<file path="src/rtl/accum_tile_ctrl.sv">
// accum_tile_ctrl: sequences one output tile through the 32-bit accumulator
// buffer. It clears the tile region, applies MAC-lane accumulate requests as
// read-modify-write operations, then drains the tile as NUM_LANES-wide beats.
// Optional build macro: ACCUM_TILE_CTRL_PERF_EN adds the perf_acc_cnt_o and
// perf_stall_cnt_o counters and their ports.
module accum_tile_ctrl #(
  parameter int DEPTH      = 8192,
  parameter int ADDR_WIDTH = 13,
  parameter int DATA_WIDTH = 32,
  parameter int NUM_LANES  = 16
) (
  input  logic                            clk_i,
  input  logic                            rst_i,
  input  logic                            start_i,
  input  logic [ADDR_WIDTH-1:0]           base_addr_i,
  input  logic [ADDR_WIDTH:0]             tile_len_i,
  output logic                            busy_o,
  output logic                            done_o,
  output logic                            err_o,
  input  logic                            acc_valid_i,
  output logic                            acc_ready_o,
  input  logic [ADDR_WIDTH-1:0]           acc_offset_i,
  input  logic [DATA_WIDTH-1:0]           acc_data_i,
  input  logic                            acc_last_i,
  output logic                            buf_wr_en_o,
  output logic [ADDR_WIDTH-1:0]           buf_wr_addr_o,
  output logic [DATA_WIDTH-1:0]           buf_wr_data_o,
  output logic                            buf_rmw_en_o,
  output logic [ADDR_WIDTH-1:0]           buf_rmw_addr_o,
  output logic [DATA_WIDTH-1:0]           buf_rmw_data_o,
  output logic                            buf_wide_rd_en_o,
  output logic [ADDR_WIDTH-1:0]           buf_wide_rd_addr_o,
  input  logic [NUM_LANES*DATA_WIDTH-1:0] buf_wide_rd_data_i,
  output logic                            out_valid_o,
  input  logic                            out_ready_i,
  output logic [NUM_LANES*DATA_WIDTH-1:0] out_data_o,
  output logic                            out_last_o
`ifdef ACCUM_TILE_CTRL_PERF_EN
  ,
  output logic [31:0]                     perf_acc_cnt_o,
  output logic [31:0]                     perf_stall_cnt_o
`endif
);

  localparam int CW = ADDR_WIDTH + 1;

  typedef enum logic [1:0] {IDLE, CLEAR, ACCUM, DRAIN} state_t;

  state_t                          state_reg, state_next;
  logic [ADDR_WIDTH-1:0]           base_reg;
  logic [CW-1:0]                   len_reg;
  logic [CW-1:0]                   cnt_reg;
  logic [CW-1:0]                   ptr_reg;
  logic                            busy_reg, done_reg, err_reg;
  logic                            out_valid_reg, out_last_reg;
  logic [NUM_LANES*DATA_WIDTH-1:0] out_data_reg;

  logic [31:0] len_ext, end_ext;
  logic        start_bad, start_ok;
  logic        acc_hs, in_range, clear_last, issue, final_acc;

  // Start validation: non-empty, whole beats, and fully inside the buffer.
  assign len_ext   = 32'(tile_len_i);
  assign end_ext   = 32'(base_addr_i) + len_ext;
  assign start_bad = (len_ext == 32'd0) ||
                     ((len_ext % 32'(NUM_LANES)) != 32'd0) ||
                     (end_ext > 32'(DEPTH));
  assign start_ok  = (state_reg == IDLE) && start_i && !start_bad;

  assign acc_hs     = acc_valid_i && acc_ready_o;
  assign in_range   = {1'b0, acc_offset_i} < len_reg;
  assign clear_last = cnt_reg == (len_reg - CW'(1));
  // A read is issued only when the single output slot is free or being emptied.
  assign issue      = (state_reg == DRAIN) && !rst_i && (ptr_reg < len_reg) &&
                      (!out_valid_reg || out_ready_i);
  assign final_acc  = (state_reg == DRAIN) && out_valid_reg && out_ready_i && out_last_reg;

  // State register.
  always_ff @(posedge clk_i) begin
    if (rst_i) begin
      state_reg <= IDLE;
    end else begin
      state_reg <= state_next;
    end
  end

  // Next-state logic.
  always_comb begin
    state_next = state_reg;
    case (state_reg)
      IDLE:    if (start_ok) state_next = CLEAR;
      CLEAR:   if (clear_last) state_next = ACCUM;
      ACCUM:   if (acc_hs && acc_last_i) state_next = DRAIN;
      DRAIN:   if (final_acc) state_next = IDLE;
      default: state_next = IDLE;
    endcase
  end

  // Buffer-port and request-ready outputs; everything is forced low during reset.
  always_comb begin
    buf_wr_en_o        = 1'b0;
    buf_wr_addr_o      = '0;
    buf_wr_data_o      = '0;
    buf_rmw_en_o       = 1'b0;
    buf_rmw_addr_o     = '0;
    buf_rmw_data_o     = '0;
    buf_wide_rd_en_o   = 1'b0;
    buf_wide_rd_addr_o = '0;
    acc_ready_o        = 1'b0;
    if (!rst_i) begin
      case (state_reg)
        CLEAR: begin
          buf_wr_en_o   = 1'b1;
          buf_wr_addr_o = base_reg + cnt_reg[ADDR_WIDTH-1:0];
        end
        ACCUM: begin
          acc_ready_o = 1'b1;
          if (acc_valid_i && in_range) begin
            buf_rmw_en_o   = 1'b1;
            buf_rmw_addr_o = base_reg + acc_offset_i;
            buf_rmw_data_o = acc_data_i;
          end
        end
        DRAIN: begin
          if (issue) begin
            buf_wide_rd_en_o   = 1'b1;
            buf_wide_rd_addr_o = base_reg + ptr_reg[ADDR_WIDTH-1:0];
          end
        end
        default: ;
      endcase
    end
  end

  // Tile bookkeeping, status pulses and the one-entry drain output register.
  always_ff @(posedge clk_i) begin
    if (rst_i) begin
      base_reg      <= '0;
      len_reg       <= '0;
      cnt_reg       <= '0;
      ptr_reg       <= '0;
      busy_reg      <= 1'b0;
      done_reg      <= 1'b0;
      err_reg       <= 1'b0;
      out_valid_reg <= 1'b0;
      out_last_reg  <= 1'b0;
      out_data_reg  <= '0;
    end else begin
      done_reg <= final_acc;
      err_reg  <= ((state_reg == IDLE) && start_i && start_bad) || (acc_hs && !in_range);
      busy_reg <= state_next != IDLE;
      case (state_reg)
        IDLE: begin
          if (start_ok) begin
            base_reg <= base_addr_i;
            len_reg  <= tile_len_i;
            cnt_reg  <= '0;
          end
        end
        CLEAR: cnt_reg <= cnt_reg + CW'(1);
        ACCUM: if (acc_hs && acc_last_i) ptr_reg <= '0;
        DRAIN: begin
          if (issue) begin
            out_data_reg  <= buf_wide_rd_data_i;
            out_valid_reg <= 1'b1;
            out_last_reg  <= ptr_reg == (len_reg - CW'(NUM_LANES));
            ptr_reg       <= ptr_reg + CW'(NUM_LANES);
          end else if (out_valid_reg && out_ready_i) begin
            out_valid_reg <= 1'b0;
            out_last_reg  <= 1'b0;
          end
        end
        default: ;
      endcase
    end
  end

`ifdef ACCUM_TILE_CTRL_PERF_EN
  logic [31:0] perf_acc_reg, perf_stall_reg;

  // Saturating counters of in-range accumulates and back-pressured drain cycles.
  always_ff @(posedge clk_i) begin
    if (rst_i || start_ok) begin
      perf_acc_reg   <= '0;
      perf_stall_reg <= '0;
    end else begin
      if (acc_hs && in_range && (perf_acc_reg != '1))
        perf_acc_reg <= perf_acc_reg + 32'd1;
      if ((state_reg == DRAIN) && out_valid_reg && !out_ready_i && (perf_stall_reg != '1))
        perf_stall_reg <= perf_stall_reg + 32'd1;
    end
  end

  assign perf_acc_cnt_o   = perf_acc_reg;
  assign perf_stall_cnt_o = perf_stall_reg;
`endif

  assign busy_o      = busy_reg;
  assign done_o      = done_reg;
  assign err_o       = err_reg;
  assign out_valid_o = out_valid_reg;
  assign out_last_o  = out_last_reg;
  assign out_data_o  = out_data_reg;

endmodule

</file>
<file path="config.mk">
export PLATFORM = sky130hd
export DESIGN_NAME = accum_tile_ctrl
export DESIGN_NICKNAME = d
export VERILOG_FILES = /design/src/rtl/accum_tile_ctrl.sv
export SDC_FILE = /design/constraint.sdc
export NUM_CORES = 1
export LEC_CHECK = 0
export ABC_AREA = 1
export BUFFER_PORTS_ARGS = -buffer_cell sky130_fd_sc_hd__buf_2
export CAP_MARGIN = 20
export CELL_PAD_IN_SITES_DETAIL_PLACEMENT = 1
export CELL_PAD_IN_SITES_GLOBAL_PLACEMENT = 2
export CORE_AREA = 2 2 470 472
export CTS_CLUSTER_DIAMETER = 60
export DETAILED_ROUTE_END_ITERATION = 12
export DIE_AREA = 0 0 472 474
export PLACE_DENSITY = 0.5
export SLEW_MARGIN = 20
export SYNTH_ARGS = -nofsm -noshare
export SYNTH_HDL_FRONTEND = slang
export SYNTH_SLANG_ARGS = --single-unit
</file>
<file path="constraint.sdc">
create_clock -name clk_i -period 2.5 [get_ports clk_i]
set_input_delay 0.5 -clock clk_i [delete_from_list [all_inputs] [get_ports clk_i]]
set_output_delay 0.5 -clock clk_i [all_outputs]
set_load 0.01 [all_outputs]
</file>
# Word-level counts from Yosys, hierarchy flattened
# Index checks and enable logic that the tools add are counted.
[totals]
regBits = 574
in_bits = 590
word_cells = 98
[op_classes]
n_addsub = 8
n_lt_le_gt_ge = 3
n_eq_ne = 8
n_mux = 34
reduce_logical = 34
[op_table]
columns = ["cell", "count"]
rows = [
  ["13-bit 2-to-1 mux", 8],
  ["32-bit 2-to-1 mux", 3],
  ["14-bit one-hot mux with 2 select lines", 2],
  ["14-bit 2-to-1 mux", 3],
  ["13-bit adder", 3],
  ["32-bit logical NOT", 1],
  ["32-bit nonzero test", 1],
  ["14-bit equality test", 2],
  ["13-bit by 14-bit adder with 15-bit output", 1],
  ["15-bit by 14-bit greater-than comparator with 1-bit output, second input constant", 1],
  ["14-bit by 1-bit adder with 14-bit output, second input constant", 1],
  ["14-bit by 5-bit adder with 14-bit output, second input constant", 1],
  ["1-bit logical AND", 14],
  ["13-bit by 14-bit < comparator with 1-bit output", 1],
  ["14-bit < comparator", 1],
  ["14-bit by 1-bit subtractor with 14-bit output, second input constant", 1],
  ["14-bit by 5-bit subtractor with 14-bit output, second input constant", 1],
  ["1-bit 2-to-1 mux", 13],
  ["2-bit 2-to-1 mux", 4],
  ["2-bit one-hot mux with 4 select lines", 1],
  ["2-bit AND reduction", 4],
  ["2-bit nonzero test", 4],
  ["2-bit != test, second input constant", 3],
  ["2-bit equality test, second input constant", 2],
  ["5 further kinds", 11],
]

# Longest topological paths before layout
# Gate-level depths: netlist of the first run.
[depth]
depth_word = 8
mapped_depth = 18
ltp_nobuf = 17

# Least setup slack after synthesis of the first run
# Ideal clock, no wire load.
[synth_path]
path_kind = "input port to output port"
start = "input port acc_offset_i[0]"
end = "output port buf_rmw_addr_o[10]"
arrival_time_ns = 2.096
t_required_ns = 2.000
setup_slack_ns = -0.096
path_stages = 11
n_path_buf = 0
cell_sequence = "ha_1 > fa_1 > nand3_1 > nand2_1 > nand2_1 > nand2_1 > a21oi_1 > o21ai_0 > a31oi_1 > xor2_1 > nor2_1"
[synth_via]
elab_chain_len = 5
word_cells_on_any_way = 6
cone_classes = "1 x add/sub; 1 x order compare; 3 x mux; 1 x reduce/logical"
[synth_rtl]
columns = ["element", "line_no", "source"]
rows = [
  ["start, declared", "22", "input logic [ADDR_WIDTH-1:0] acc_offset_i,"],
  ["13-bit by 14-bit < comparator with 1-bit output", "71", "assign in_range = {1'b0, acc_offset_i} < len_reg;"],
  ["1-bit logical AND", "118", "if (acc_valid_i && in_range) begin"],
  ["13-bit 2-to-1 mux (*)", "118", ""],
  ["13-bit 2-to-1 mux (*)", "111", "case (state_reg)"],
  ["13-bit 2-to-1 mux (*)", "110", "if (!rst_i) begin"],
  ["end, declared", "29", "output logic [ADDR_WIDTH-1:0] buf_rmw_addr_o,"],
]
# Mark *: on every way between the ends. The rest lies on a longest branch, timed or not.

# Final worst setup path of the first run
[layout_path]
start = "register len_reg[9]"
end = "output port buf_wide_rd_addr_o[11]"
[layout_via]
elab_chain_len = 6
[layout_rtl]
columns = ["element", "line_no", "source"]
rows = [
  ["start, declared", "51", "logic [CW-1:0] len_reg;"],
  ["start signal, assigned", "156", "len_reg <= tile_len_i;"],
  ["14-bit < comparator", "74", "assign issue = (state_reg == DRAIN) && !rst_i && (ptr_reg < len_reg) &&"],
  ["1-bit logical AND (2 in series)", "74", ""],
  ["13-bit 2-to-1 mux", "125", "if (issue) begin"],
  ["13-bit 2-to-1 mux", "111", ""],
  ["13-bit 2-to-1 mux", "110", ""],
  ["end, declared", "32", "output logic [ADDR_WIDTH-1:0] buf_wide_rd_addr_o,"],
]
# Every way passes these cells.

==> results of run 1 <==
final timing paths:
path / start / end / slack (ns) / cells past startpoint
max: len_reg[9] / buf_wide_rd_addr_o[11] / -0.80 / 15
min: buf_wide_rd_data_i[381] / out_data_o[381] / 0.06 / 3
max reg2reg: len_reg[9] / out_data_o[109] / -0.51 / 22
min reg2reg: out_data_o[15] / out_data_o[15] / 0.47 / 2
repair_timing:
item                                    in CTS  in global routing
hold endpoints to repair                   398                  2
pin swaps                                   91                112
setup buffers                               61                 50
hold buffers                               398                  2
resized for setup                          515                443
endpoints found under the setup margin     587                598
cloned                                      31                 44
cell type report:
class	instances	area [um^2]	share of cell area [%]
multi-input combinational	2346	13300	27.3
inverter	140	558	1.15
clock inverter	50	624	1.29
timing repair inverter	2	32.5	0.0670
antenna	24	60.1	0.124
clock buffer	127	2680	5.52
tap	2871	3590	7.40
sequential	570	11500	23.6
timing repair buffer	2056	16300	33.5
Yosys cell counts (4+ instances only):
cell         n  area [um^2]
o21ai_0    553         2770
a31oi_1      6         37.5
dfxtp_1    570        11400
inv_2        6         22.5
or2_2        5         31.3
xnor2_1     13          114
o21ai_1      4         20.0
nand3_1     59          295
nand2_1    221          830
o21bai_1     4         30.0
nand4_1     25          156
buf_4       42          315
clkbuf_1   127          477
ha_1        71          888
buf_6        4         45.0
nor2_1    1169         4390
nand3_2      9         90.1
buf_1        4         15.0
xor2_1      40          350
nor3_1      10         50.1
buf_2       51          255
inv_1      134          503
a21oi_1     93          465
kinds of logic after synthesis:
logic type,Yosys count
other cells,1
xor+xnor,53
buf+inv,369
fa+ha+maj,74
flops,570
simple gates,1511
compound gates,676
stage by stage:
stage	utilization (%)	TNS [ns]	std cells	setup slack, ns
floorplan	-	-0.0278	3285	-0.0278
global placement	16.1	-121.23	7427	-0.706
detailed placement	16.1	-159.60	7427	-0.689
CTS	20.9	-67.28	8084	-0.876
global route	22.2	-223.67	8176	-0.996
finish	22.2	-152.15	8186	-0.802
layer usage:
layer / part of all wire (%) / track usage (%)
met1: 42 / 17.3
met2: 45 / 22.6
met4: 4.0 / 5.79
met5: 0.16 / 0
met3: 8.6 / 5.75
power by group through the flow:
stage	logic (mW)	clock network [mW]	registers, mW
floorplan	0.646	0	9.30
global placement	1.64	0	9.30
detailed placement	1.64	0	9.30
CTS	2.31	14.3	9.09
global route	2.58	14.8	9.09
finish	2.35	13.8	9.09
critical path: stages (launching register included):
cell      delay [ns]
dfxtp_2         0.35
inv_4           0.05
ha_4            0.25
a21oi_2         0.15
o21ai_2         0.07
nand2_1         0.07
o211ai_1        0.13
a31oi_4         0.17
nand3b_1        0.11
buf_6           0.16
clkinv_8        0.07
buf_4           0.10
o21ai_2         0.04
a21oi_1         0.12
buf_4           0.15
buf_6           0.10
==> summary by stage, run 1 <==
Outcome
The run finished, with violations left. The final reports fail on negative setup slack.

Placement
The quantity of I/O buffers inserted on ports is 1181. The global placer's final weighted congestion is about 0.83. After detailed placement, the total cell area comes to roughly 35000 um^2.

The half-perimeter wire length after detailed placement is 128000 um.

Detailed routing
In the routed design, unresolved DRC markers number 0. The count of TritonRoute iterations in the first routing pass is 5. The average wire length per cell after detail routing is 21.3 um. Dividing the detail-routed via count by the number of cells gives around 3.7. The overall via count from detail_route is 29904. The routed design has 174000 um of wire. The detailed router finished its first iteration with 1040 violations.

The count of nets left with antenna violations once routing finished came out at 0.

Setup path
The critical path arrival is 2.80 ns. The critical-path maximum fanout is 5. The startpoint type of the worst setup path is a flop. The required time reported for the critical path endpoint is 2.00 ns.

The critical path start-end classification is flop to output port. The endpoint type of the worst setup path is an output port.

Pwr
The leakage power figure is 21.8 nW. Net switching is 26.4% of the power. The power share of the clock group is 54.6%. The switching power of the nets is 6.67 mW.

The worst-case IR drop observed on VDD is 443 uV. The sequential share of power is 36.0%. The cell internal power dissipation is 18.6 mW. Per report_power, the combinational group accounts for a little under a tenth of the total.

In this run the power density over the cells is 520 nW/um^2. The total power consumption of the routed design is 25.2 mW.

Logic synthesis
The mapped netlist covers between 20000 and 25000 um^2. The fraction of the mapped netlist area in simple logic gates is 24.9%. The most used flip-flop cell after synthesis is dfxtp_1. In this run, synthesis inferred 0 flip-flops with an integrated enable.

The xor-xnor portion of the synthesized cell area is 1.95%. The synthesized netlist devotes 3.98% of its cell area to adder and majority cells. The main combinational cell family by area after synthesis is simple AND/OR/NAND/NOR gates. Sequential elements use 47.8% of the synthesized area. The compound-cell area share of the yosys netlist is 14.5%.

The number of synthesized register bits is 570. The number of warnings issued by yosys is 0. Counting distinct cell types in the post-synthesis netlist gives between 40 and 50.

The share of flip-flops with an asynchronous set or reset after synthesis is 0%. The multiplexer area fraction after synthesis is 0%. The post-synthesis instance total is between 3000 and 4000. Dividing the synthesized area by the synthesized cell count gives 7.33 um^2.

STA
The post-route minimum period is about 3.3 ns. The ratio of final minimum period to clock period is 132%. The number of failing hold endpoints at the final stage is 0. Based on the critical path, the design can be clocked at up to 303 MHz. Setup slack on the critical path of the routed design comes to -0.802 ns. The final-report max-slew violation count is 0.

The number of setup violations in the final report is 495. On the final layout, the worst clock skew is 0.0860 ns. The final worst hold slack is 0.0634 ns. Setup repair after global routing could not meet its margin everywhere.

Floorplanning
The floorplan step set the die width to 472 um. The core region is 219000 um^2. In this run the core area contains ~170 standard-cell rows. The floorplan step defined a die boundary enclosing 224000 um^2. The initial core utilization is roughly 11%. During I/O placement, the number of pins put on the boundary was 1214. The height of the die is ~470 um.

Global routing
The first global-routing pass estimated 231000 um of wire. Global routing finished with a remaining overflow of 0. Entering global routing, the biggest net connects 77 pins.

The initial antenna violation count is just under 60. The via count of the first global-routing pass is 30960. The aggregate global-route resource usage is 14.3%.

Final layout
The number of flip-flops under the largest register name is 512. The commonest non-fill, non-tap cell in the layout is buf_2. The layout cell share with drive strength beyond 1 is 43.1%. Summing all non-filler instances in the final layout gives an area of 48600 um^2. Fill cells in the final layout number about 26000.

The post-synthesis to final-layout area growth is 104%. The net count of the finished layout is 5875. In the layout the commonest cells are 1127 x buf_2, 965 x nor2_1, 543 x dfxtp_1.

Clock network
The clock latency reported for the late side of the worst-skew pair is 0.76 ns. The CTS buffer count is 95. The CTS tree is built.

The root buffer cell chosen for the clock tree is clkbuf_16. The H-tree generated during clock tree synthesis spans 3 levels. Clock-pin slew was measured on the worst setup and hold paths at 0.06 ns. The TritonCTS sink count is between 500 and 600. The maximum clock path buffer count is 3.

Min path
The worst hold path class is input pin to flop.

Flow run
The tool flagged a number of max-cap violations equal to 0.
No activity file was read; power rests on OpenSTA's default activity.
==> inputs of run 2 (changes only) <==
--- a/config.mk
+++ b/config.mk
@@ -10,11 +10,11 @@
 export CAP_MARGIN = 20
 export CELL_PAD_IN_SITES_DETAIL_PLACEMENT = 1
 export CELL_PAD_IN_SITES_GLOBAL_PLACEMENT = 2
-export CORE_AREA = 2 2 470 472
+export CORE_AREA = 2 2 466 468
 export CTS_CLUSTER_DIAMETER = 60
 export DETAILED_ROUTE_END_ITERATION = 12
-export DIE_AREA = 0 0 472 474
-export PLACE_DENSITY = 0.5
+export DIE_AREA = 0 0 468 470
+export PLACE_DENSITY = 0.49
 export SLEW_MARGIN = 20
 export SYNTH_ARGS = -nofsm -noshare
 export SYNTH_HDL_FRONTEND = slang
==> constraint.sdc (replaced) <==
create_clock -name clk_i -period 3.44 [get_ports clk_i]
set_input_delay 0.688 -clock clk_i [delete_from_list [all_inputs] [get_ports clk_i]]
set_output_delay 0.688 -clock clk_i [all_outputs]
set_load 0.01 [all_outputs]
==> summary by stage, run 2 (synthesis gave the netlist of run 1 again) <==
STA
The final worst hold slack is 0.173 ns. The measured slew at the worst slew-check pin is 1.01 ns. The post-route minimum period is approximately 3.6 ns.

Headroom to the max-slew limit came out at 32.5%. Setup violations remaining at the end of the flow were counted as 34. The ratio of final minimum period to clock period is 104%. Based on the critical path, the design can be clocked at up to between 200 and 300 MHz. The setup total negative slack is -2.62 ns. The final clock skew is 0.0711 ns. The number of failing hold endpoints at the final stage is 0.

Setup repair after global routing could not meet its margin everywhere. The final-report max-slew violation count is 0. In the post-route analysis, the smallest setup slack over all paths is -0.130 ns.

Global routing
Global routing used between 10 and 15% of the available tracks across all layers. The total overflow left after global routing is 0. The initial antenna violation count is 80. The first global-routing pass estimated around 220000 um of wire. Entering global routing, the biggest net connects 153 pins. The via count of the first global-routing pass was 27768.

Floorplanning
The initial core utilization is 11.1%. The die covers about 220000 um^2. The die width is 468 um.

The core region is 216000 um^2. The floorplan has around 170 rows. For this design the top-level I/O count stands at 1214. Measured along the y axis, the die boundary spans roughly 470 um.

Clock network
TritonCTS built the clock tree. The clock passes through at most 3 buffers. After clock tree synthesis, the flow added hold-fix buffers numbering 0.

The cell sitting at the root of the clock tree is a clkbuf_16. CTS saw 570 sinks. The number of levels the H-tree was split into is 3. After clock tree synthesis, the clock-pin slew on the worst setup and hold paths is 0.05 ns.

The clock latency reported for the late side of the worst-skew pair is between 0.7 and 0.8 ns. In this run, CTS created clock tree buffers numbering 102.

Placement
The quantity of I/O buffers inserted on ports is 1181. The global placer's final weighted congestion is 0.878. The instance area at placement is 33400 um^2.

Once detailed placement completed, the half-perimeter wirelength came to 123000 um. Once placement completed, the tool counted placed cells totaling 7199.

Detailed routing
The post-detailed-routing wire length is ~160000 um. After detailed routing, the number of remaining DRC violations is 0. For this block, the initial DRC count from the detailed router was 1137. Using the TritonRoute via totals, the vias-per-cell ratio works out to ~3.6. Once detail routing completed, the nets flagged for antenna violations numbered 0. The first detailed-routing pass took 5 iterations. For this block, the via count after detailed routing is 26936. After detailed routing, the average wire length per cell comes to 21.3 um.

Final layout
In the final design database the tool counted 5191 nets. The multi-input combinational cells in the finished layout cover a total of 12000 um^2. Counting the fill cells in the layout gives 25940. The layout cell share with drive strength beyond 1 is 38.5%.

The top cell types in the final layout, fill and taps aside, are 1125 x buf_2, 1115 x nor2_1, 538 x dfxtp_1. Excluding fillers, the count of instances in the completed layout stands at 7482. The register with the most flip-flops in the layout has approximately 510 of them. The library cell used most frequently in the layout, excluding fill and tap cells, is buf_2. Once layout is complete, the utilization of the core stands at ~18%. The area growth from synthesis to layout is 65.8%. The sequential cells in the finished layout cover a total of 11500 um^2. Summing all non-filler instances in the final layout gives an area of 39600 um^2.

Min path
The min-delay analysis places its worst path in the category input pin to flop.

Outcome
The flow ran to the end, but the final reports show violations. The checks that failed: negative setup slack.

Pwr
The switching share of total power is 25.6%. The leakage power figure is 17.7 nW. The switching power of the nets is ~4.8 mW.

The internal power of the cells totals 13.9 mW. The sequential share of power is 35.4%. IR analysis of the VDD net gives a maximum drop of 349 uV. Of the total power, the clock network draws 58.3%. In this run the power density over the cells is between 400 and 500 nW/um^2. Of the total power, combinational logic draws 6.3%.

Setup path
The worst setup path is launched from a flop. The critical path start-end classification is flop to output port. The critical-path maximum fanout is 6. The required time reported for the critical path endpoint is 2.75 ns. The critical path arrival is 2.88 ns. The endpoint type of the worst setup path is an output port.

Flow run
Across the run, the number of max-cap violations was 0.
run 2: cell count changes in the layout (fill, tap and decap cells not counted), moves of 23 or more:
cell	before	now
buf_12	58	18
nor2_2	102	8
o21ai_1	30	7
o21ai_2	55	13
buf_16	36	6
nor2_4	104	48
dlygate4sd3_1	400	0
buf_6	105	74
o21ai_0	455	535
nor2_1	965	1115
buf_4	275	137
run 2: through the flow:
stage | power, mW | worst slack [ns]
6_report | 18.7 | -0.130
5_1_grt | 19.5 | -0.357
4_1_cts | 19.1 | -0.281
3_5_place_dp | 7.84 | -0.231
3_3_place_gp | 7.84 | -0.209
2_1_floorplan | 7.22 | 0.468
run 2: area by class of cell:
| type | instances | share of cell area, % |
|---|---|---|
| Clock inverter | 56 | 2.14 |
| Timing Repair Buffer | 1365 | 20.6 |
| Clock buffer | 125 | 6.97 |
| Timing Repair inverter | 2 | 0.0822 |
| Sequential cell | 570 | 29.0 |
| Antenna cell | 24 | 0.152 |
| Tap cell | 2854 | 9.03 |
| Inverter | 140 | 1.50 |
| Multi-Input combinational cell | 2346 | 30.4 |
run 2: worst paths after layout:
kind,start,to,slack [ns],depth (start not counted)
worst max register to register,len_reg[9],err_o,0.10,25
worst min register to register,out_data_o[91],out_data_o[91],0.47,2
worst min-delay path,buf_wide_rd_data_i[291],out_data_o[291],0.17,3
worst max-delay path,len_reg[10],buf_wide_rd_addr_o[10],-0.13,13
run 2: power by group through the flow:
stage	Clock, mW	Combinational, mW	Sequential [mW]
after floorplan	0	0.468	6.76
after CTS	11.3	1.17	6.61
final	10.9	1.17	6.61
after global placement	0	1.08	6.76
after global routing	11.6	1.31	6.61
after detailed placement	0	1.08	6.76
run 2: repair_timing:
item | in CTS | in global routing
gates cloned | 11 | 2
buffers inserted | 58 | 18
pin swaps | 52 | 38
gates resized for setup | 310 | 123
setup endpoints to repair | 71 | 80
run 2: routing by layer:
metal,GRT usage (%),up-vias,wire (um)
met5,0,-,225
met4,6.14,36,6250
met3,6.20,224,16900
met2,21.5,979,70100
met1,16.1,12687,65500
li1,-,13010,-
run 2: critical path, cell delays in order (launching register included):
cell and delay (ns):
dfxtp_4 0.34, inv_1 0.06, ha_1 0.30, nand2_2 0.08, nor2_4 0.04, nand2_1 0.06, o211ai_1 0.13, a31oi_4 0.22
nand3b_1 0.21, bufinv_16 0.26, o21ai_2 0.05, a21oi_1 0.14, buf_4 0.16, buf_6 0.10
==> inputs of run 3 (changes only) <==
--- a/config.mk
+++ b/config.mk
@@ -5,16 +5,15 @@
 export SDC_FILE = /design/constraint.sdc
 export NUM_CORES = 1
 export LEC_CHECK = 0
-export ABC_AREA = 1
 export BUFFER_PORTS_ARGS = -buffer_cell sky130_fd_sc_hd__buf_2
 export CAP_MARGIN = 20
 export CELL_PAD_IN_SITES_DETAIL_PLACEMENT = 1
 export CELL_PAD_IN_SITES_GLOBAL_PLACEMENT = 2
-export CORE_AREA = 2 2 466 468
+export CORE_AREA = 2 2 478 480
 export CTS_CLUSTER_DIAMETER = 60
 export DETAILED_ROUTE_END_ITERATION = 12
-export DIE_AREA = 0 0 468 470
-export PLACE_DENSITY = 0.49
+export DIE_AREA = 0 0 480 482
+export PLACE_DENSITY = 0.46
 export SLEW_MARGIN = 20
 export SYNTH_ARGS = -nofsm -noshare
 export SYNTH_HDL_FRONTEND = slang
==> summary by stage, run 3 <==
Clock network
The maximum clock path buffer count is 3. In this run, post-CTS hold repair placed 0 buffers. The number of levels the H-tree was split into is 3. In this run, CTS created clock tree buffers numbering 107.

The CTS tree is built. The clock net in this run drives a total of 570 sinks. The clock latency reported for the late side of the worst-skew pair is around 0.80 ns.

The cell at the root of the clock tree is clkbuf_16. After clock tree synthesis, the clock-pin slew on the worst setup and hold paths is 0.06 ns.

Setup path
The worst setup path is launched from a flop. The flop-to-flop setup slack is 0.29 ns. The cell with the largest stage delay on the worst path is dfxtp_2.

STA puts the critical path data required time at 2.75 ns. The worst reg2reg path endpoint is state_reg[0]. Following the worst setup path forward leads to its endpoint at buf_rmw_data_o[26]. For the worst flop-to-flop path, the logic depth is 10. The launch point of the worst reg-to-reg path is len_reg[5]. The critical path arrival is around 3.1 ns. For this run, the slowest stage of the critical path takes around 0.32 ns. Walking the worst path, the cells encountered are inv_2 > ha_4 > a21o_1 > a211oi_2 > buf_4 > o21ai_4 > nor2_1 > o21ai_1 > and3b_2 > nor2b_4 > buf_12 > buf_6 > and2_1 > buf_2. In this run the worst setup path begins at len_reg[11]. In this run the worst path has a maximum fanout of 8.

The worst setup path is captured at an output port. The critical path start-end classification is flop to output port.

STA
Setup repair after global routing could not meet its margin everywhere. The number of failing hold endpoints at the final stage was 0. Headroom to the max-slew limit came out at 33.9%. Static timing analysis puts the maximum clock frequency at between 200 and 300 MHz. After layout, the worst path uses 110% of the clock period. The measured slew at the worst slew-check pin is 0.992 ns. Setup violations remaining at the end of the flow were counted as 67.

The final clock skew is about 0.10 ns. The final-report max-slew violation count is 0. The post-route minimum period is approximately 3.8 ns.

Once routing completed, OpenROAD measured the worst setup slack at -0.338 ns.

Placement
Summed over all nets, the half-perimeter wirelength after detailed placement is between 100000 and 150000 um. After detailed placement, the design holds a cell count of roughly 7200. Routability-driven placement finished with a final weighted congestion of 0.781. The instance area at placement is 33800 um^2. Port buffering added 1181 buffers.

Detailed routing
For this run, design rule violations remaining after detail routing come to 0. The count of nets left with antenna violations after detail routing is 0. The final route contains approximately 27000 vias. The count of TritonRoute iterations in the first routing pass is 5.

The initial DRC count is 1067. After detailed routing, the average wire length per cell comes to 23.0 um. After detailed routing, the number of vias per cell comes to 3.57. The post-detailed-routing wire length is 171000 um.

Logic synthesis
Dividing the synthesized area by the synthesized cell count gives 7.79 um^2. After synthesis, flip-flops and latches occupy 48.3% of the total area. The post-synthesis instance total is 3033.

The number of warnings issued by yosys is 0. Counting flops with a built-in enable in the synthesized netlist gives 0. The leading register cell type out of synthesis is dfxtp_1.

The share of flip-flops with an asynchronous set or reset after synthesis is 0%. The area fraction of the dominant cell type after synthesis is 48.3%. Summed over all instances, the cell type with the most area after synthesis is dfxtp_1. The most common cell in the synthesized netlist is nand2_1. Summing every instance area after synthesis gives 23600 um^2. The synthesized design contains 570 register bits. Yosys attributes the largest share of cell area to dfxtp_1 48%, nand2_1 17%, a21oi_1 12%.

The number of different library cells used by synthesis comes to 64. Sorting the synthesized cells by how often they occur yields 1101 x nand2_1, 570 x dfxtp_1, 553 x a21oi_1.

Outcome
The flow ran to the end, but the final reports show violations. The final reports fail on negative setup slack.

Final layout
The final cell count without fillers is 7435. In the layout the commonest cells are 1131 x buf_2, 1101 x nand2_1, 555 x dfxtp_1. The post-route netlist has 38.7% of its cells at a drive strength greater than 1. Compared with the post-synthesis result, the final layout area differs by 65.5%. After the last flow step, the layout net total stands at 4972. Once layout is done, the placed cells without fillers occupy a little under 40000 um^2.

The number of fill cells is around 27000. The number of flip-flops under the largest register name is 512. The final core utilization is 17.3%. The library cell used most frequently in the layout, excluding fill and tap cells, is buf_2.

Flow run
The count of maximum capacitance violations is 0.

Global routing
The first-pass GRT wire length is 227000 um. The largest net degree at the start of global routing is roughly 150. Global routing used 14.8% of the available met1 tracks.

The met3 track demand over resource in global routing is 7.31%. After global routing, the most crowded layer is met2. In the global route stage, overall resource usage came out at 14.1%. After global routing the overflow that remains totals 0. Global routing used 25.1% of the available met2 tracks. The via count of the first global-routing pass was 27001. The initial antenna violation count is 120.

Floorplanning
The cell row count is 175. Once the floorplan was initialized, standard cells occupied 10.4% of the core. The core outline area is 226000 um^2.

The floorplan step defined a die boundary enclosing 231000 um^2. The height of the die is 482 um. 1214 I/O pins were placed.

The floorplan step set the die width to about 480 um.

Pwr
Summed over all cells, the static leakage comes to 16.4 nW. IR analysis of the VDD net gives a maximum drop of 357 uV. The ratio of total power to cell area is between 400 and 500 nW/um^2.

Min path
In this run the worst hold path is classified as input pin to flop.
## run 3: changes by cell type after synthesis, sizes merged, moves of 31 or more
| cell | previous run | this run |
|---|---|---|
| o21ai | 557 | 35 |
| and2 | 0 | 51 |
| xnor2 | 13 | 44 |
| a21oi | 94 | 553 |
| nand3 | 68 | 24 |
| clkbuf | 127 | 180 |
| buf | 102 | 55 |
| nand2 | 223 | 1101 |
| inv | 140 | 34 |
| nor2 | 1171 | 46 |
## run 3: worst min-delay path by stage
stage / start / to / slack, ns / cells past startpoint
6_report: buf_wide_rd_data_i[126] / out_data_o[126] / 0.13 / 3
5_1_grt: buf_wide_rd_data_i[109] / out_data_o[109] / 0.05 / 3
4_1_cts: buf_wide_rd_data_i[111] / out_data_o[111] / 0.01 / 3
3_5_place_dp: out_data_o[482] / out_data_o[482] / 0.44 / 2
3_3_place_gp: out_data_o[320] / out_data_o[320] / 0.44 / 2
2_1_floorplan: base_reg[0] / base_reg[0] / 0.46 / 2
## run 3: timing repair
item / in CTS / in global routing
endpoints found under the setup margin: 68 / 68
hold endpoints to repair: 0 / 0
setup buffers: 30 / 10
gates cloned: 3 / 3
pin swaps: 49 / 38
resized for setup: 148 / 78
## run 3: area by class of cell
class,count,area (um^2),share of cell area [%]
Inverter,36,145,0.371
Antenna cell,27,67.6,0.173
Tap cell,3009,3760,9.63
Clock buffer,131,2900,7.41
Clock inverter,69,985,2.52
Multi-Input combinational cell,2223,11700,30.0
Timing Repair Buffer,1370,8090,20.7
Sequential cell,570,11400,29.3
## run 3: where the power goes
group,total (mW),leakage (nW),switching [mW],internal [mW]
registers,6.61,4.60,0.00361,6.61
clock network,11.5,1.85,4.38,7.08
logic,0.874,9.95,0.488,0.386
## run 3: logic make-up after synthesis
logic type | after synthesis | synth area share, %
XOR/XNOR | 73 | 2.71
flip-flops | 570 | 48.3
AO/OA/AOI/OAI | 686 | 15.8
adder cells (fa/ha/maj) | 74 | 4.01
AND/OR/NAND/NOR | 1331 | 23.0
other | 1 | 0.0159
buffers and inverters | 271 | 5.03
multiplexers | 27 | 1.14
## run 3: through the flow
step / TNS [ns] / hold WS, ns / worst slack, ns / total power, mW
2_1_floorplan: 0 / 0.464 / 0.00373 / 7.07
3_3_place_gp: -27.84 / 0.440 / -0.672 / 7.62
3_5_place_dp: -30.32 / 0.444 / -0.685 / 7.63
4_1_cts: -24.19 / 0.0148 / -0.456 / 19.5
5_1_grt: -30.38 / 0.0489 / -0.546 / 19.7
6_report: -17.65 / 0.128 / -0.338 / 19.0
## run 3: critical path, delay by kind of cell (launching register included)
family	cells	cell delay, ns
compound gates	4	0.55
flops	1	0.32
simple gates	4	0.64
fa+ha+maj	1	0.20
buf+inv	5	0.68
## run 3: per-layer routing
layer  vias up  part of all wire, %
met5         -                 0.32
met3       332                   11
met1     12502                   37
li1      12579                    -
met2      1010                   50
met4        86                  1.9
